[src/rtl/ysyx_25060173_mem_pkg.sv]
// Shared types and helpers for the IFU/LSU memory arbiter.
// State encoding, access sizes, owner ids and the alignment rule.
package ysyx_25060173_mem_pkg;

    typedef enum logic [1:0] {
        ST_IDLE  = 2'd0,
        ST_ISSUE = 2'd1,
        ST_WAIT  = 2'd2,
        ST_ERR   = 2'd3
    } state_e;

    localparam logic [1:0] SZ_B = 2'd0;
    localparam logic [1:0] SZ_H = 2'd1;
    localparam logic [1:0] SZ_W = 2'd2;
    localparam logic [1:0] SZ_X = 2'd3;

    localparam logic OWN_IFU = 1'b0;
    localparam logic OWN_LSU = 1'b1;

    function automatic logic misaligned(
        input logic [1:0] size,
        input logic [1:0] lo
    );
        logic bad;
        bad = 1'b0;
        case (size)
            SZ_B:    bad = 1'b0;
            SZ_H:    bad = lo[0];
            SZ_W:    bad = |lo;
            default: bad = 1'b1;
        endcase
        return bad;
    endfunction

endpackage

[src/rtl/ysyx_25060173_mem_arbiter_if.sv]
// Bundle of the IFU, LSU and memory-port handshakes around the arbiter.
// slave is the arbiter's view, master is the surrounding core/memory.
interface ysyx_25060173_mem_arbiter_if #(
    parameter int ADDR_W = 32,
    parameter int DATA_W = 32
);
    logic              ifu_req_valid;
    logic              ifu_req_ready;
    logic [ADDR_W-1:0] ifu_req_addr;
    logic              ifu_resp_valid;
    logic [DATA_W-1:0] ifu_resp_data;
    logic              ifu_resp_err;

    logic              lsu_req_valid;
    logic              lsu_req_ready;
    logic [ADDR_W-1:0] lsu_req_addr;
    logic              lsu_req_we;
    logic [1:0]        lsu_req_size;
    logic [DATA_W-1:0] lsu_req_wdata;
    logic              lsu_resp_valid;
    logic [DATA_W-1:0] lsu_resp_data;
    logic              lsu_resp_err;

    logic              mem_req_valid;
    logic              mem_req_ready;
    logic [ADDR_W-1:0] mem_addr;
    logic              mem_we;
    logic [1:0]        mem_size;
    logic [DATA_W-1:0] mem_wdata;
    logic              mem_resp_valid;
    logic [DATA_W-1:0] mem_resp_data;

    modport slave (
        input  ifu_req_valid, ifu_req_addr,
        output ifu_req_ready, ifu_resp_valid,
        output ifu_resp_data, ifu_resp_err,
        input  lsu_req_valid, lsu_req_addr,
        input  lsu_req_we, lsu_req_size,
        input  lsu_req_wdata,
        output lsu_req_ready, lsu_resp_valid,
        output lsu_resp_data, lsu_resp_err,
        output mem_req_valid, mem_addr,
        output mem_we, mem_size, mem_wdata,
        input  mem_req_ready, mem_resp_valid,
        input  mem_resp_data
    );

    modport master (
        output ifu_req_valid, ifu_req_addr,
        input  ifu_req_ready, ifu_resp_valid,
        input  ifu_resp_data, ifu_resp_err,
        output lsu_req_valid, lsu_req_addr,
        output lsu_req_we, lsu_req_size,
        output lsu_req_wdata,
        input  lsu_req_ready, lsu_resp_valid,
        input  lsu_resp_data, lsu_resp_err,
        input  mem_req_valid, mem_addr,
        input  mem_we, mem_size, mem_wdata,
        output mem_req_ready, mem_resp_valid,
        output mem_resp_data
    );

endinterface

[src/rtl/ysyx_25060173_rr_arbiter.sv]
// Two-way round-robin grant; pointer names the preferred requester
// and moves to the other one after every accepted grant.
module ysyx_25060173_rr_arbiter
    import ysyx_25060173_mem_pkg::*;
(
    input  logic       clk,
    input  logic       reset,
    input  logic       en_i,
    input  logic [1:0] req_i,
    input  logic       accept_i,
    output logic [1:0] gnt_o
);

    logic ptr_q;
    logic ptr_d;
    logic pick;

    // A lone requester wins; otherwise (both or none) follow the pointer.
    always_comb begin
        pick = ptr_q;
        unique case (1'b1)
            (req_i == 2'b01): pick = OWN_IFU;
            (req_i == 2'b10): pick = OWN_LSU;
            default:          pick = ptr_q;
        endcase
    end

    assign gnt_o = !en_i ? 2'b00 : (pick ? 2'b10 : 2'b01);
    assign ptr_d = (en_i && accept_i) ? ~pick : ptr_q;

    always_ff @(posedge clk or posedge reset) begin
        if (reset) begin
            ptr_q <= OWN_LSU;
        end else begin
            ptr_q <= ptr_d;
        end
    end

endmodule

[src/rtl/ysyx_25060173_mem_arbiter.sv]
// Shares one memory port between IFU and LSU: one registered request
// at a time, with misalignment and response-timeout error replies.
module ysyx_25060173_mem_arbiter
    import ysyx_25060173_mem_pkg::*;
#(
    parameter int ADDR_W  = 32,
    parameter int DATA_W  = 32,
    parameter int TIMEOUT = 255
) (
    input logic                         clk,
    input logic                         reset,
    ysyx_25060173_mem_arbiter_if.slave  bus
);

    localparam int CNT_W = (TIMEOUT > 1) ? $clog2(TIMEOUT) : 1;
    localparam logic [CNT_W-1:0] CNT_LAST = CNT_W'(TIMEOUT - 1);

    state_e            state_q, state_d;
    logic              owner_q, owner_d;
    logic [ADDR_W-1:0] addr_q, addr_d;
    logic              we_q, we_d;
    logic [1:0]        size_q, size_d;
    logic [DATA_W-1:0] wdata_q, wdata_d;
    logic [CNT_W-1:0]  cnt_q, cnt_d;
    logic              rvalid_q, rvalid_d;
    logic              rerr_q, rerr_d;
    logic [DATA_W-1:0] rdata_q, rdata_d;

    logic [1:0]        req;
    logic [1:0]        gnt;
    logic              arb_en;
    logic              accept;
    logic              pick_lsu;
    logic [ADDR_W-1:0] cap_addr;
    logic              cap_we;
    logic [1:0]        cap_size;
    logic [DATA_W-1:0] cap_wdata;

    assign req      = {bus.lsu_req_valid, bus.ifu_req_valid};
    assign arb_en   = (state_q == ST_IDLE) && !reset;
    assign accept   = |(req & gnt);
    assign pick_lsu = gnt[1];

    ysyx_25060173_rr_arbiter u_arb (
        .clk      (clk),
        .reset    (reset),
        .en_i     (arb_en),
        .req_i    (req),
        .accept_i (accept),
        .gnt_o    (gnt)
    );

    // Fetches are always aligned word reads with no write data.
    always_comb begin
        cap_addr  = bus.ifu_req_addr;
        cap_we    = 1'b0;
        cap_size  = SZ_W;
        cap_wdata = '0;
        if (pick_lsu) begin
            cap_addr  = bus.lsu_req_addr;
            cap_we    = bus.lsu_req_we;
            cap_size  = bus.lsu_req_size;
            cap_wdata = bus.lsu_req_wdata;
        end
    end

    always_comb begin
        state_d  = state_q;
        owner_d  = owner_q;
        addr_d   = addr_q;
        we_d     = we_q;
        size_d   = size_q;
        wdata_d  = wdata_q;
        cnt_d    = cnt_q;
        rvalid_d = 1'b0;
        rerr_d   = 1'b0;
        rdata_d  = rdata_q;
        unique case (state_q)
            ST_IDLE: begin
                if (accept) begin
                    owner_d = pick_lsu ? OWN_LSU : OWN_IFU;
                    addr_d  = cap_addr;
                    we_d    = cap_we;
                    size_d  = cap_size;
                    wdata_d = cap_wdata;
                    cnt_d   = '0;
                    if (misaligned(cap_size, cap_addr[1:0])) begin
                        state_d  = ST_ERR;
                        rvalid_d = 1'b1;
                        rerr_d   = 1'b1;
                        rdata_d  = '0;
                    end else begin
                        state_d = ST_ISSUE;
                    end
                end
            end
            ST_ISSUE: begin
                if (bus.mem_req_ready) begin
                    state_d = ST_WAIT;
                end
            end
            ST_WAIT: begin
                // A response on the final count still wins over the timeout.
                if (bus.mem_resp_valid) begin
                    state_d  = ST_IDLE;
                    rvalid_d = 1'b1;
                    rdata_d  = bus.mem_resp_data;
                end else if (cnt_q == CNT_LAST) begin
                    state_d  = ST_IDLE;
                    rvalid_d = 1'b1;
                    rerr_d   = 1'b1;
                    rdata_d  = '0;
                end else begin
                    cnt_d = cnt_q + 1'b1;
                end
            end
            ST_ERR: begin
                state_d = ST_IDLE;
            end
            default: begin
                state_d = ST_IDLE;
            end
        endcase
    end

    always_ff @(posedge clk or posedge reset) begin
        if (reset) begin
            state_q  <= ST_IDLE;
            owner_q  <= OWN_LSU;
            addr_q   <= '0;
            we_q     <= 1'b0;
            size_q   <= 2'b00;
            wdata_q  <= '0;
            cnt_q    <= '0;
            rvalid_q <= 1'b0;
            rerr_q   <= 1'b0;
            rdata_q  <= '0;
        end else begin
            state_q  <= state_d;
            owner_q  <= owner_d;
            addr_q   <= addr_d;
            we_q     <= we_d;
            size_q   <= size_d;
            wdata_q  <= wdata_d;
            cnt_q    <= cnt_d;
            rvalid_q <= rvalid_d;
            rerr_q   <= rerr_d;
            rdata_q  <= rdata_d;
        end
    end

    assign bus.ifu_req_ready = gnt[0];
    assign bus.lsu_req_ready = gnt[1];

    assign bus.mem_req_valid = (state_q == ST_ISSUE);
    assign bus.mem_addr      = addr_q;
    assign bus.mem_we        = we_q;
    assign bus.mem_size      = size_q;
    assign bus.mem_wdata     = wdata_q;

    assign bus.ifu_resp_valid = rvalid_q && (owner_q == OWN_IFU);
    assign bus.ifu_resp_err   = rerr_q && (owner_q == OWN_IFU);
    assign bus.ifu_resp_data  = rdata_q;
    assign bus.lsu_resp_valid = rvalid_q && (owner_q == OWN_LSU);
    assign bus.lsu_resp_err   = rerr_q && (owner_q == OWN_LSU);
    assign bus.lsu_resp_data  = rdata_q;

endmodule

[src/flat_wrapper.sv]
// flat-port wrapper written by rule: the top's interface ports become plain ports
module ysyx_25060173_mem_arbiter_flat import ysyx_25060173_mem_pkg::*;
#(
    parameter int ADDR_W  = 32,
    parameter int DATA_W  = 32,
    parameter int TIMEOUT = 255
)
  (clk, reset, bus_ifu_req_valid, bus_ifu_req_addr, bus_ifu_req_ready, bus_ifu_resp_valid, bus_ifu_resp_data, bus_ifu_resp_err, bus_lsu_req_valid, bus_lsu_req_addr, bus_lsu_req_we, bus_lsu_req_size, bus_lsu_req_wdata, bus_lsu_req_ready, bus_lsu_resp_valid, bus_lsu_resp_data, bus_lsu_resp_err, bus_mem_req_valid, bus_mem_addr, bus_mem_we, bus_mem_size, bus_mem_wdata, bus_mem_req_ready, bus_mem_resp_valid, bus_mem_resp_data);
  ysyx_25060173_mem_arbiter_if #(.ADDR_W(ADDR_W), .DATA_W(DATA_W)) bus_i ();
  input logic clk;
  input logic reset;
  input wire logic [$bits(bus_i.ifu_req_valid)-1:0] bus_ifu_req_valid;
  input wire logic [$bits(bus_i.ifu_req_addr)-1:0] bus_ifu_req_addr;
  output wire logic [$bits(bus_i.ifu_req_ready)-1:0] bus_ifu_req_ready;
  output wire logic [$bits(bus_i.ifu_resp_valid)-1:0] bus_ifu_resp_valid;
  output wire logic [$bits(bus_i.ifu_resp_data)-1:0] bus_ifu_resp_data;
  output wire logic [$bits(bus_i.ifu_resp_err)-1:0] bus_ifu_resp_err;
  input wire logic [$bits(bus_i.lsu_req_valid)-1:0] bus_lsu_req_valid;
  input wire logic [$bits(bus_i.lsu_req_addr)-1:0] bus_lsu_req_addr;
  input wire logic [$bits(bus_i.lsu_req_we)-1:0] bus_lsu_req_we;
  input wire logic [$bits(bus_i.lsu_req_size)-1:0] bus_lsu_req_size;
  input wire logic [$bits(bus_i.lsu_req_wdata)-1:0] bus_lsu_req_wdata;
  output wire logic [$bits(bus_i.lsu_req_ready)-1:0] bus_lsu_req_ready;
  output wire logic [$bits(bus_i.lsu_resp_valid)-1:0] bus_lsu_resp_valid;
  output wire logic [$bits(bus_i.lsu_resp_data)-1:0] bus_lsu_resp_data;
  output wire logic [$bits(bus_i.lsu_resp_err)-1:0] bus_lsu_resp_err;
  output wire logic [$bits(bus_i.mem_req_valid)-1:0] bus_mem_req_valid;
  output wire logic [$bits(bus_i.mem_addr)-1:0] bus_mem_addr;
  output wire logic [$bits(bus_i.mem_we)-1:0] bus_mem_we;
  output wire logic [$bits(bus_i.mem_size)-1:0] bus_mem_size;
  output wire logic [$bits(bus_i.mem_wdata)-1:0] bus_mem_wdata;
  input wire logic [$bits(bus_i.mem_req_ready)-1:0] bus_mem_req_ready;
  input wire logic [$bits(bus_i.mem_resp_valid)-1:0] bus_mem_resp_valid;
  input wire logic [$bits(bus_i.mem_resp_data)-1:0] bus_mem_resp_data;
  assign bus_i.ifu_req_valid = bus_ifu_req_valid;
  assign bus_i.ifu_req_addr = bus_ifu_req_addr;
  assign bus_ifu_req_ready = bus_i.ifu_req_ready;
  assign bus_ifu_resp_valid = bus_i.ifu_resp_valid;
  assign bus_ifu_resp_data = bus_i.ifu_resp_data;
  assign bus_ifu_resp_err = bus_i.ifu_resp_err;
  assign bus_i.lsu_req_valid = bus_lsu_req_valid;
  assign bus_i.lsu_req_addr = bus_lsu_req_addr;
  assign bus_i.lsu_req_we = bus_lsu_req_we;
  assign bus_i.lsu_req_size = bus_lsu_req_size;
  assign bus_i.lsu_req_wdata = bus_lsu_req_wdata;
  assign bus_lsu_req_ready = bus_i.lsu_req_ready;
  assign bus_lsu_resp_valid = bus_i.lsu_resp_valid;
  assign bus_lsu_resp_data = bus_i.lsu_resp_data;
  assign bus_lsu_resp_err = bus_i.lsu_resp_err;
  assign bus_mem_req_valid = bus_i.mem_req_valid;
  assign bus_mem_addr = bus_i.mem_addr;
  assign bus_mem_we = bus_i.mem_we;
  assign bus_mem_size = bus_i.mem_size;
  assign bus_mem_wdata = bus_i.mem_wdata;
  assign bus_i.mem_req_ready = bus_mem_req_ready;
  assign bus_i.mem_resp_valid = bus_mem_resp_valid;
  assign bus_i.mem_resp_data = bus_mem_resp_data;
  ysyx_25060173_mem_arbiter #(.ADDR_W(ADDR_W), .DATA_W(DATA_W), .TIMEOUT(TIMEOUT)) u_core (.clk(clk), .reset(reset), .bus(bus_i));
endmodule
[config.mk]
export PLATFORM = sky130hd
export DESIGN_NAME = ysyx_25060173_mem_arbiter_flat
export DESIGN_NICKNAME = d
export VERILOG_FILES = /design/src/rtl/ysyx_25060173_mem_pkg.sv /design/src/rtl/ysyx_25060173_mem_arbiter_if.sv /design/src/rtl/ysyx_25060173_rr_arbiter.sv /design/src/rtl/ysyx_25060173_mem_arbiter.sv /design/src/flat_wrapper.sv
export SDC_FILE = /design/constraint.sdc
export NUM_CORES = 1
export LEC_CHECK = 0
export ABC_AREA = 1
export CORE_AREA = 4 4 120 122
export DETAILED_ROUTE_END_ITERATION = 10
export DIE_AREA = 0 0 124 126
export PLACE_DENSITY = 0.79
export SLEW_MARGIN = 20
export SYNTH_ARGS = -nofsm -noshare
export SYNTH_HDL_FRONTEND = slang
export SYNTH_SLANG_ARGS = --single-unit
[constraint.sdc]
create_clock -name clk -period 4.7 [get_ports clk]
set_input_delay 0.94 -clock clk [delete_from_list [all_inputs] [get_ports clk]]
set_output_delay 0.94 -clock clk [all_outputs]
set_load 0.1 [all_outputs]
==> results of run 1 <==
## flip-flops by register name, summed over array words and instances (netlist names)
signal                    count
u_core.bus.ifu_resp_data     32
u_core.bus.mem_addr          32
u_core.bus.mem_wdata         32
u_core.cnt_q                  8
u_core.bus.mem_size           2
u_core.state_q                2
u_core.bus.mem_we             1
u_core.owner_q                1
u_core.rerr_q                 1
u_core.rvalid_q               1
u_core.u_arb.ptr_q            1
## layout make-up
cell class / instances / area (µm²) / share of cell area (%)
sequential: 113 / 2830 / 33.4
inverter: 26 / 100 / 1.18
multi-input combinational: 414 / 1890 / 22.3
timing repair buffer: 280 / 2810 / 33.2
tap: 176 / 220 / 2.60
clock buffer: 22 / 464 / 5.48
clock inverter: 9 / 156 / 1.85
## kinds of logic after synthesis
| kind of cell | after synthesis | synth area share (%) |
|---|---|---|
| compound gates | 41 | 4.93 |
| fa+ha+maj | 3 | 0.714 |
| simple gates | 369 | 30.0 |
| flops | 113 | 53.8 |
| buf+inv | 92 | 10.4 |
| xor+xnor | 1 | 0.167 |
## path summary, 6_finish.rpt
| check | depth (start not counted) | slack (ns) | endpoint | start |
|---|---|---|---|---|
| max | 8 | 1.02 | bus_lsu_req_ready | bus_lsu_req_valid |
| min | 2 | 0.47 | u_core.u_arb.ptr_q$_DFFE_PP1P_ | u_core.u_arb.ptr_q$_DFFE_PP1P_ |
| max reg2reg | 13 | 2.25 | u_core.cnt_q[5]$_DFFE_PP0P_ | u_core.state_q[0]$_DFFE_PP0P_ |
| min reg2reg | 2 | 0.47 | u_core.u_arb.ptr_q$_DFFE_PP1P_ | u_core.u_arb.ptr_q$_DFFE_PP1P_ |
| max in group asynchronous | 3 | 2.63 | u_core.bus.ifu_resp_data[5]$_DFFE_PP0P_ | reset |
| min in group asynchronous | 2 | 1.24 | u_core.bus.mem_wdata[20]$_DFFE_PP0P_ | reset |
## cell usage in the layout (no fill, tap or decap)
master	Yosys	final
clkinvlp_4	0	3
buf_4	32	6
nor2_4	1	1
nand4_1	3	3
clkbuf_1	9	3
dfstp_2	2	2
o21ai_0	5	5
a31oi_1	30	30
xor2_1	1	1
clkdlybuf4s50_1	0	272
dfrtp_1	111	111
clkbuf_8	0	2
o21ai_2	3	3
nand2_4	4	4
nor2_2	1	2
nand2_2	3	4
clkbuf_16	0	17
a21oi_1	1	1
inv_2	4	4
nand3_1	75	75
o21bai_1	1	1
nand3b_1	1	1
ha_1	3	3
nand4_4	1	1
bufinv_16	0	4
nor3_2	2	2
o31ai_1	1	1
clkinv_2	0	1
nor3_1	2	2
clkinv_4	0	1
inv_1	22	21
buf_12	0	2
inv_4	0	1
nand3_2	1	1
nor2_1	44	43
nand2_1	231	230
## critical path: cells and delay by family
family | cells | cell delay (ns)
buffers and inverters | 4 | 1.06
adder cells (fa/ha/maj) | 1 | 0.35
AND/OR/NAND/NOR | 3 | 0.39
## per-layer routing
| layer | routed length [µm] | vias up |
|---|---|---|
| li1 | - | 2423 |
| met1 | 6180 | 2305 |
| met2 | 7690 | 225 |
| met3 | 1910 | 18 |
| met4 | 216 | 0 |
| met5 | 0 | - |
## stage by stage
step                      worst slack [ns]  hold WS (ns)  utilization, %  instance area [µm²]
final                                 1.02         0.469            64.2                 8470
after global routing                 0.882         0.486            64.2                 8470
after CTS                            0.966         0.470            64.2                 8460
after detailed placement             0.781         0.456            59.5                 7840
after global placement               0.843         0.452            59.5                 7840
after floorplan                      0.776         0.442               -                 5260
==> results.sh, run 1 <==
export IMPL_synthMostInstantiatedCell="nand2_1"
export IMPL_wl_per_cell_um=15.4
export IMPL_placementRows=42
export IMPL_grt_setup_unrepaired="false"
export IMPL_area_growth_syn_to_layout_pct=61.0
export IMPL_floorplan_io_pins=275
export IMPL_drc_errors=0
export IMPL_timing_critical_path_from_type="input port"
export IMPL_synth_seq_area_share_pct=53.8
export IMPL_gr_met3_demand_resource_pct=9.51
export IMPL_synthesis_area_per_instance_um2=8.50
export IMPL_grt_pass1_wl_um=24700
export IMPL_layout_cells_non_filler=1040
export IMPL_finalCritPeriodShare_pct=78.3
export IMPL_grtUsageMet1_pct=23.2
export IMPL_setup_worst_path_end_class="output port"
export IMPL_worst_clock_skew_ns=0.00835
export IMPL_die_area_um2=15600
export IMPL_initialDrtViolationCount=239
export IMPL_yosysTopAreaCell="dfrtp_1"
export IMPL_antenna_cells=0
export IMPL_holdBufCountCts=0
export IMPL_die_height_um=126
export IMPL_vias_in_the_first_global_route=4808
export IMPL_placed_cells=1009
export IMPL_grt_overflow_total=0
export IMPL_number_of_max_cap_violations=0
export IMPL_worst_endpoint_required_ns=3.76
export IMPL_gr_max_usage_layer="met2"
export IMPL_final_max_slew_violation_count=0
export IMPL_synth_edf_count=0
export IMPL_drtAntennaViolNets=0
export IMPL_drt_pass1_iterations=4
export IMPL_worst_skew_pair_late_latency_ns=0.41
export IMPL_arrival_ns=2.74
export IMPL_yosys_top_cells_area="dfrtp_1 53%, nand2_1 16%, nand3_1 7.1%, buf_4 4.6%, a31oi_1 3.6%"
export IMPL_ys_seq_elements=113
export IMPL_maxSlewHeadroom_pct=30.6
export IMPL_grt_max_degree=73
export IMPL_cts_setup_buffers=0
export IMPL_run_status="finished, final reports clean"
export IMPL_final_setup_violation_count=0
export IMPL_final_wl_um=16000
export IMPL_place_detailed_hpwl_um=11700
export IMPL_synthCells=619
export IMPL_synth_fp_nets=759
export IMPL_route_vias_total=4971
export IMPL_timing_setup_tns_ns=0
export IMPL_timing_final_crit_period_ns=3.68
export IMPL_crit_chain="clkdlybuf4s50_1, ha_1, inv_1, nand2_1, nand2_2, nand2_4, inv_2, buf_12"
export IMPL_synth_top_cell_area_share_pct=52.8
export IMPL_die_x_um=124
export IMPL_critical_path_slowest_cell="clkdlybuf4s50_1"
export IMPL_fillerInstances=1099
export IMPL_clock_fmax_mhz=272
export IMPL_final_hold_viols=0
export IMPL_h_tree_depth=4
export IMPL_cts_resized=0
export IMPL_globalRouteTotalUtil_pct=20.6
export IMPL_dominantRegCellSynth="dfrtp_1"
export IMPL_starting_density_of_the_core_pct=39.9
export IMPL_post_route_cells_drive_above_1_share_pct=7.06
export IMPL_cts_tree="done"
export IMPL_critical_path_max_stage_delay_ns=0.50
export IMPL_cp_max_fo=34
export IMPL_cts_buffers_inserted=17
export IMPL_antenna_found_initial=0
export IMPL_clk_pin_slew_ns=0.05
export IMPL_netlist_cell_type_count=29
export IMPL_cts_root_to_sink_buffers=2
export IMPL_async_flop_share_pct=100
export IMPL_clk_root_buffer_cell="clkbuf_16"
export IMPL_timing_setup_critical_path_class="in2out"
export IMPL_yosys_top_cells_count="231 x nand2_1, 111 x dfrtp_1, 75 x nand3_1"
export IMPL_grtUsageMet2_pct=34.2
export IMPL_buffer_ports_inserted=274
export IMPL_gp_routability_congestion=0.814
export IMPL_cts_sinks=113
export IMPL_worst_slew_pin_slew_ns=1.04
export IMPL_synthesis_area_um2=5260
export IMPL_min_path_type="reg2reg"
export IMPL_synth_yosys_warnings=0
export IMPL_core_region_area_um2=13200
export IMPL_layout_nets=992
export IMPL_viasPerCell=4.78
Power of run 1 is left out: the tool's default activity adds up to more than one toggle a clock period on the data nets, which glitch-free logic cannot reach.
==> inputs of run 2 (changes only) <==
--- a/config.mk
+++ b/config.mk
@@ -6,10 +6,10 @@
 export NUM_CORES = 1
 export LEC_CHECK = 0
 export ABC_AREA = 1
-export CORE_AREA = 4 4 120 122
+export CORE_AREA = 4 4 126 128
 export DETAILED_ROUTE_END_ITERATION = 10
-export DIE_AREA = 0 0 124 126
-export PLACE_DENSITY = 0.79
+export DIE_AREA = 0 0 130 132
+export PLACE_DENSITY = 0.75
 export SLEW_MARGIN = 20
 export SYNTH_ARGS = -nofsm -noshare
 export SYNTH_HDL_FRONTEND = slang
==> constraint.sdc (replaced) <==
create_clock -name clk -period 3.3 [get_ports clk]
set_input_delay 0.66 -clock clk [delete_from_list [all_inputs] [get_ports clk]]
set_output_delay 0.66 -clock clk [all_outputs]
set_load 0.1 [all_outputs]
==> results.sh, run 2 (synthesis gave the netlist of run 1 again) <==
export IMPL_timing_setup_critical_path_class="in2out"
export IMPL_grt_max_degree=58
export IMPL_worst_path_stages=8
export IMPL_worstSetupStartpoint="bus_ifu_req_valid"
export IMPL_core_region_area_um2=14900
export IMPL_number_of_max_cap_violations=0
export IMPL_drc_errors=0
export IMPL_worst_r2r_cell_count=9
export IMPL_timing_setup_tns_ns=0
export IMPL_critical_path_slowest_cell="clkdlybuf4s50_1"
export IMPL_cts_setup_buffers=0
export IMPL_run_status="finished, final reports clean"
export IMPL_drt_pass1_iterations=6
export IMPL_timing_final_crit_period_ns=2.83
export IMPL_worst_path_buf_inv=4
export IMPL_wl_per_cell_um=15.2
export IMPL_worst_endpoint_required_ns=2.64
export IMPL_final_max_slew_violation_count=0
export IMPL_worst_clock_skew_ns=0.00490
export IMPL_final_common_cell="nand2_1"
export IMPL_initialDrtViolationCount=220
export IMPL_die_height_um=132
export IMPL_hp_start="u_core.bus.mem_wdata[17]$_DFFE_PP0P_"
export IMPL_cts_resized=0
export IMPL_route_vias_total=4975
export IMPL_worst_slew_pin_slew_ns=0.747
export IMPL_worst_skew_pair_late_latency_ns=0.40
export IMPL_layout_nets=997
export IMPL_arrival_ns=2.17
export IMPL_die_x_um=130
export IMPL_cp_max_fo=4
export IMPL_cts_buffers_inserted=17
export IMPL_timing_rr_start="u_core.u_arb.ptr_q$_DFFE_PP1P_"
export IMPL_cp_common_cell="inv_1"
export IMPL_finalCritPeriodShare_pct=85.8
export IMPL_antenna_cells=0
export IMPL_cts_sinks=113
export IMPL_vias_in_the_first_global_route=4776
export IMPL_viasPerCell=4.71
export IMPL_grt_setup_unrepaired="false"
export IMPL_clk_root_buffer_cell="clkbuf_16"
export IMPL_timing_critical_path_from_type="input port"
export IMPL_final_setup_violation_count=0
export IMPL_cts_root_to_sink_buffers=2
export IMPL_crit_chain="clkdlybuf4s50_1, inv_1, ha_1, inv_1, nand2_1, nand2_2, nor3_2, buf_12"
export IMPL_post_placement_setup_slack_ns=0.211
export IMPL_cts_tree="done"
export IMPL_grt_pass1_wl_um=24600
export IMPL_antenna_found_initial=1
export IMPL_starting_density_of_the_core_pct=35.4
export IMPL_buffer_ports_inserted=274
export IMPL_placementRows=45
export IMPL_clock_fmax_mhz=353
export IMPL_min_path_type="reg2reg"
export IMPL_path_delay_family="buffers and inverters"
export IMPL_grt_overflow_total=0
export IMPL_drtAntennaViolNets=0
export IMPL_area_growth_syn_to_layout_pct=55.2
export IMPL_post_route_cells_drive_above_1_share_pct=23.5
export IMPL_postLayoutSetupSlackWorst_ns=0.468
export IMPL_r2r_slack_ns=1.30
export IMPL_final_hold_viols=0
export IMPL_final_wl_um=16100
export IMPL_holdPathStages=2
export IMPL_clk_pin_slew_ns=0.05
export IMPL_final_cell_mix="231 x nand2_1, 145 x buf_4, 136 x clkdlybuf4s50_1"
export IMPL_fin_hold_ws_ns=0.467
export IMPL_globalRouteTotalUtil_pct=18.4
export IMPL_place_detailed_hpwl_um=12100
export IMPL_gp_routability_congestion=0.821
export IMPL_maxSlewHeadroom_pct=50.2
export IMPL_holdBufCountCts=0
export IMPL_h_tree_depth=4
export IMPL_die_area_um2=17200
export IMPL_floorplan_io_pins=275
export IMPL_critical_path_max_stage_delay_ns=0.51
export IMPL_setup_worst_path_end_class="output port"
-- run 2: cell count changes in the layout (fill, tap and decap cells not counted), sizes merged --
cell           change
bufinv             -2
buf              +141
clkbuf             -2
clkdlybuf4s50    -136
clkinvlp           +1
clkinv             +4
inv                -1
-- run 2: layer usage --
layer | GRT usage, % | up-vias | part of all wire, %
li1 | - | 2433 | -
met1 | 21.3 | 2299 | 40
met2 | 31.1 | 219 | 49
met3 | 6.69 | 22 | 9.7
met4 | 6.52 | 2 | 1.9
met5 | 0 | - | 0.044
-- run 2: metrics by stage --
stage | cells | cell area (µm²) | utilization (%)
2_1_floorplan | 619 | 5260 | -
3_3_place_gp | 1026 | 7580 | 51.0
6_report | 1057 | 8160 | 54.9
4_1_cts | 1057 | 8160 | 54.9
5_1_grt | 1057 | 8160 | 54.9
3_5_place_dp | 1026 | 7580 | 51.0
-- run 2: tightest hold or removal path, stage by stage (launching register included) --
cell,delay [ns]
dfrtp_1,0.34
nand2_1,0.05
nand2_1,0.04
-- run 2: layout make-up --
cell class              count  area [µm²]
clock buffers              20         467
flip-flops and latches    113        2830
well taps                 188         235
inverters                  26         101
multi-input cells         414        1880
repair buffers            285        2530
fillers                  1377        6700
clock inverters            11         113
-- run 2: path summary, 6_finish.rpt --
kind	endpoint
hold / removal	u_core.bus.mem_wdata[17]$_DFFE_PP0P_
min in group asynchronous	u_core.state_q[1]$_DFFE_PP0P_
setup reg to reg	u_core.bus.ifu_resp_data[9]$_DFFE_PP0P_
max in group asynchronous	u_core.bus.mem_wdata[25]$_DFFE_PP0P_
setup / recovery	bus_ifu_req_ready
hold reg to reg	u_core.bus.mem_wdata[17]$_DFFE_PP0P_
Power of run 2 is left out for the same reason.
==> inputs of run 3 (changes only) <==
--- a/config.mk
+++ b/config.mk
@@ -5,11 +5,10 @@
 export SDC_FILE = /design/constraint.sdc
 export NUM_CORES = 1
 export LEC_CHECK = 0
-export ABC_AREA = 1
-export CORE_AREA = 4 4 126 128
+export CORE_AREA = 4 4 124 126
 export DETAILED_ROUTE_END_ITERATION = 10
-export DIE_AREA = 0 0 130 132
-export PLACE_DENSITY = 0.75
+export DIE_AREA = 0 0 128 130
+export PLACE_DENSITY_LB_ADDON = 0.25
 export SLEW_MARGIN = 20
 export SYNTH_ARGS = -nofsm -noshare
 export SYNTH_HDL_FRONTEND = slang
==> results.sh, run 3 <==
export IMPL_multi_input_comb_area_um2=1700
export IMPL_synthesis_area_per_instance_um2=11.9
export IMPL_die_area_um2=16600
export IMPL_initialDrtViolationCount=204
export IMPL_yosysTopAreaCell="dfrtp_1"
export IMPL_cts_sinks=113
export IMPL_cts_buffers_inserted=17
export IMPL_hp_start="u_core.bus.mem_addr[20]$_DFFE_PP0P_"
export IMPL_cp_max_fo=4
export IMPL_timing_rr_start="u_core.u_arb.ptr_q$_DFFE_PP1P_"
export IMPL_min_path_type="reg2reg"
export IMPL_grt_max_degree=94
export IMPL_antenna_cells=0
export IMPL_post_route_cells_drive_above_1_share_pct=28.4
export IMPL_synth_top_cell_area_share_pct=56.3
export IMPL_place_detailed_hpwl_um=10900
export IMPL_async_flop_share_pct=100
export IMPL_grt_overflow_total=0
export IMPL_viasPerCell=4.90
export IMPL_starting_density_of_the_core_pct=34.5
export IMPL_floorplan_io_pins=275
export IMPL_buffer_ports_inserted=274
export IMPL_final_seq_area_um2=2830
export IMPL_run_status="finished, final reports clean"
export IMPL_layout_cells_non_filler=854
export IMPL_timing_critical_path_from_type="input port"
export IMPL_final_common_cell="buf_4"
export IMPL_finalCritPeriodShare_pct=97.8
export IMPL_arrival_ns=2.57
export IMPL_netlist_cell_type_count=41
export IMPL_worst_r2r_cell_count=5
export IMPL_placementRows=44
export IMPL_fillerInstances=1269
export IMPL_timing_setup_critical_path_class="in2out"
export IMPL_final_cell_mix="147 x buf_4, 136 x clkdlybuf4s50_1, 111 x dfrtp_1"
export IMPL_die_height_um=130
export IMPL_antenna_found_initial=0
export IMPL_worst_skew_pair_late_latency_ns=0.41
export IMPL_hold_path_end="u_core.bus.mem_addr[20]$_DFFE_PP0P_"
export IMPL_timing_setup_tns_ns=0
export IMPL_drc_errors=0
export IMPL_synthCells=414
export IMPL_vias_in_the_first_global_route=4269
export IMPL_yosys_top_cells_count="111 x dfrtp_1, 39 x o21ai_0, 38 x nand2_1"
export IMPL_synth_edf_count=0
export IMPL_final_setup_violation_count=0
export IMPL_critical_path_max_stage_delay_ns=0.62
export IMPL_wl_per_cell_um=16.8
export IMPL_holdBufCountCts=0
export IMPL_dominantRegCellSynth="dfrtp_1"
export IMPL_number_of_max_cap_violations=0
export IMPL_layout_nets=797
export IMPL_crit_chain="clkdlybuf4s50_1, inv_1, ha_1, mux2i_1, or4_2, inv_1, buf_12"
export IMPL_synth_seq_area_share_pct=57.4
export IMPL_synth_yosys_warnings=0
export IMPL_route_vias_total=4182
export IMPL_synth_fp_nets=554
export IMPL_grt_pass1_wl_um=22100
export IMPL_r2r_slack_ns=1.05
export IMPL_ff_to_ff_end="u_core.bus.ifu_resp_data[28]$_DFFE_PP0P_"
export IMPL_drtAntennaViolNets=0
export IMPL_die_x_um=128
export IMPL_timing_final_crit_period_ns=3.23
export IMPL_clk_pin_slew_ns=0.05
export IMPL_yosys_top_cells_area="dfrtp_1 56%, mux2i_1 6.9%, a32o_1 6.5%, a22o_1 5.9%, buf_4 4.9%"
export IMPL_clk_root_buffer_cell="clkbuf_16"
export IMPL_synthMostInstantiatedCell="dfrtp_1"
export IMPL_worst_clock_skew_ns=0.00609
export IMPL_ys_seq_elements=113
export IMPL_setup_worst_path_end_class="output port"
export IMPL_final_hold_viols=0
export IMPL_h_tree_depth=4
export IMPL_clock_fmax_mhz=310
export IMPL_area_growth_syn_to_layout_pct=62.3
export IMPL_worst_endpoint_required_ns=2.64
export IMPL_gp_routability_congestion=0.815
export IMPL_holdPathStages=2
export IMPL_final_wl_um=14400
export IMPL_cts_setup_buffers=0
export IMPL_grt_setup_unrepaired="false"
export IMPL_critical_path_slowest_cell="or4_2"
export IMPL_synthesis_area_um2=4930
export IMPL_cts_root_to_sink_buffers=2
export IMPL_drt_pass1_iterations=4
export IMPL_cts_tree="done"
export IMPL_worst_slew_pin_slew_ns=0.719
export IMPL_globalRouteTotalUtil_pct=17.1
export IMPL_cp_common_cell="inv_1"
export IMPL_final_max_slew_violation_count=0
export IMPL_placed_cells=822
export IMPL_cts_resized=0
export IMPL_maxSlewHeadroom_pct=52.0
export IMPL_core_region_area_um2=14300
==> run 3: cell count changes after synthesis, sizes merged, moves of 11 or more <==
| cell | before | now |
|---|---|---|
| a32o | 0 | 32 |
| nor2 | 46 | 3 |
| buf | 57 | 43 |
| a22o | 0 | 33 |
| a31oi | 30 | 0 |
| clkbuf | 9 | 20 |
| nand3 | 76 | 3 |
| mux2i | 0 | 34 |
| o21ai | 8 | 40 |
| inv | 26 | 8 |
| nand2 | 238 | 38 |
==> run 3: critical path: cells and delay by family <==
| kind | cells | cell delay, ns |
|---|---|---|
| fa+ha+maj | 1 | 0.28 |
| buf+inv | 4 | 0.87 |
| mux | 1 | 0.14 |
| simple gates | 1 | 0.62 |
==> run 3: kinds of logic (layout without fill, tap and decap cells) <==
kind of cell | count (synthesis) | count (layout) | synth area share [%]
AOI/OAI and AO/OA | 118 | 118 | 18.6
xor gates and xnor gates | 4 | 4 | 0.710
adders and majority gates | 3 | 3 | 0.761
buffers and inverters | 71 | 327 | 8.54
DFF | 113 | 113 | 57.4
muxes | 34 | 34 | 6.90
and+or+nand+nor | 71 | 71 | 7.15
==> run 3: cell type report <==
| class | count | area share [%] |
|---|---|---|
| clock inverters | 11 | 2.59 |
| multi-input cells | 230 | 21.3 |
| well taps | 184 | 2.87 |
| repair buffers | 287 | 31.8 |
| clock buffers | 21 | 5.75 |
| inverters | 8 | 0.422 |
| flip-flops and latches | 113 | 35.3 |
==> run 3: per-stage QoR <==
stage               util, %  setup WS (ns)  cell area [µm²]  hold slack, ns
floorplan                 -         -0.401             4940           0.462
global placement       51.3         0.0984             7340           0.466
detailed placement     51.3         0.0541             7340           0.473
CTS                    56.0         0.0659             8010           0.485
global route           56.0        0.00583             8010           0.497
finish                 56.0         0.0719             8010           0.478
==> run 3: worst max-delay path by stage <==
stage                           start                                        to  depth (start not counted)
CTS                 bus_ifu_req_valid                         bus_lsu_req_ready                          7
global route        bus_ifu_req_valid                         bus_lsu_req_ready                          7
finish              bus_ifu_req_valid                         bus_lsu_req_ready                          7
floorplan                       reset                         bus_ifu_req_ready                          2
detailed placement  bus_ifu_req_valid  u_core.bus.ifu_resp_data[18]$_DFFE_PP0P_                          8
global placement    bus_ifu_req_valid  u_core.bus.ifu_resp_data[12]$_DFFE_PP0P_                          8
==> run 3: per-layer routing <==
layer  track usage, %  vias to the layer above  part of all wire, %  routed length [µm]
li1                 -                     1969                    -                   -
met1             19.6                     1971                   38                5490
met2             27.6                      218                   47                6830
met3             7.98                       24                   12                1690
met4             7.43                        0                  2.5                 366
met5                0                        -                    0                   0
Power of run 3 is left out for the same reason.
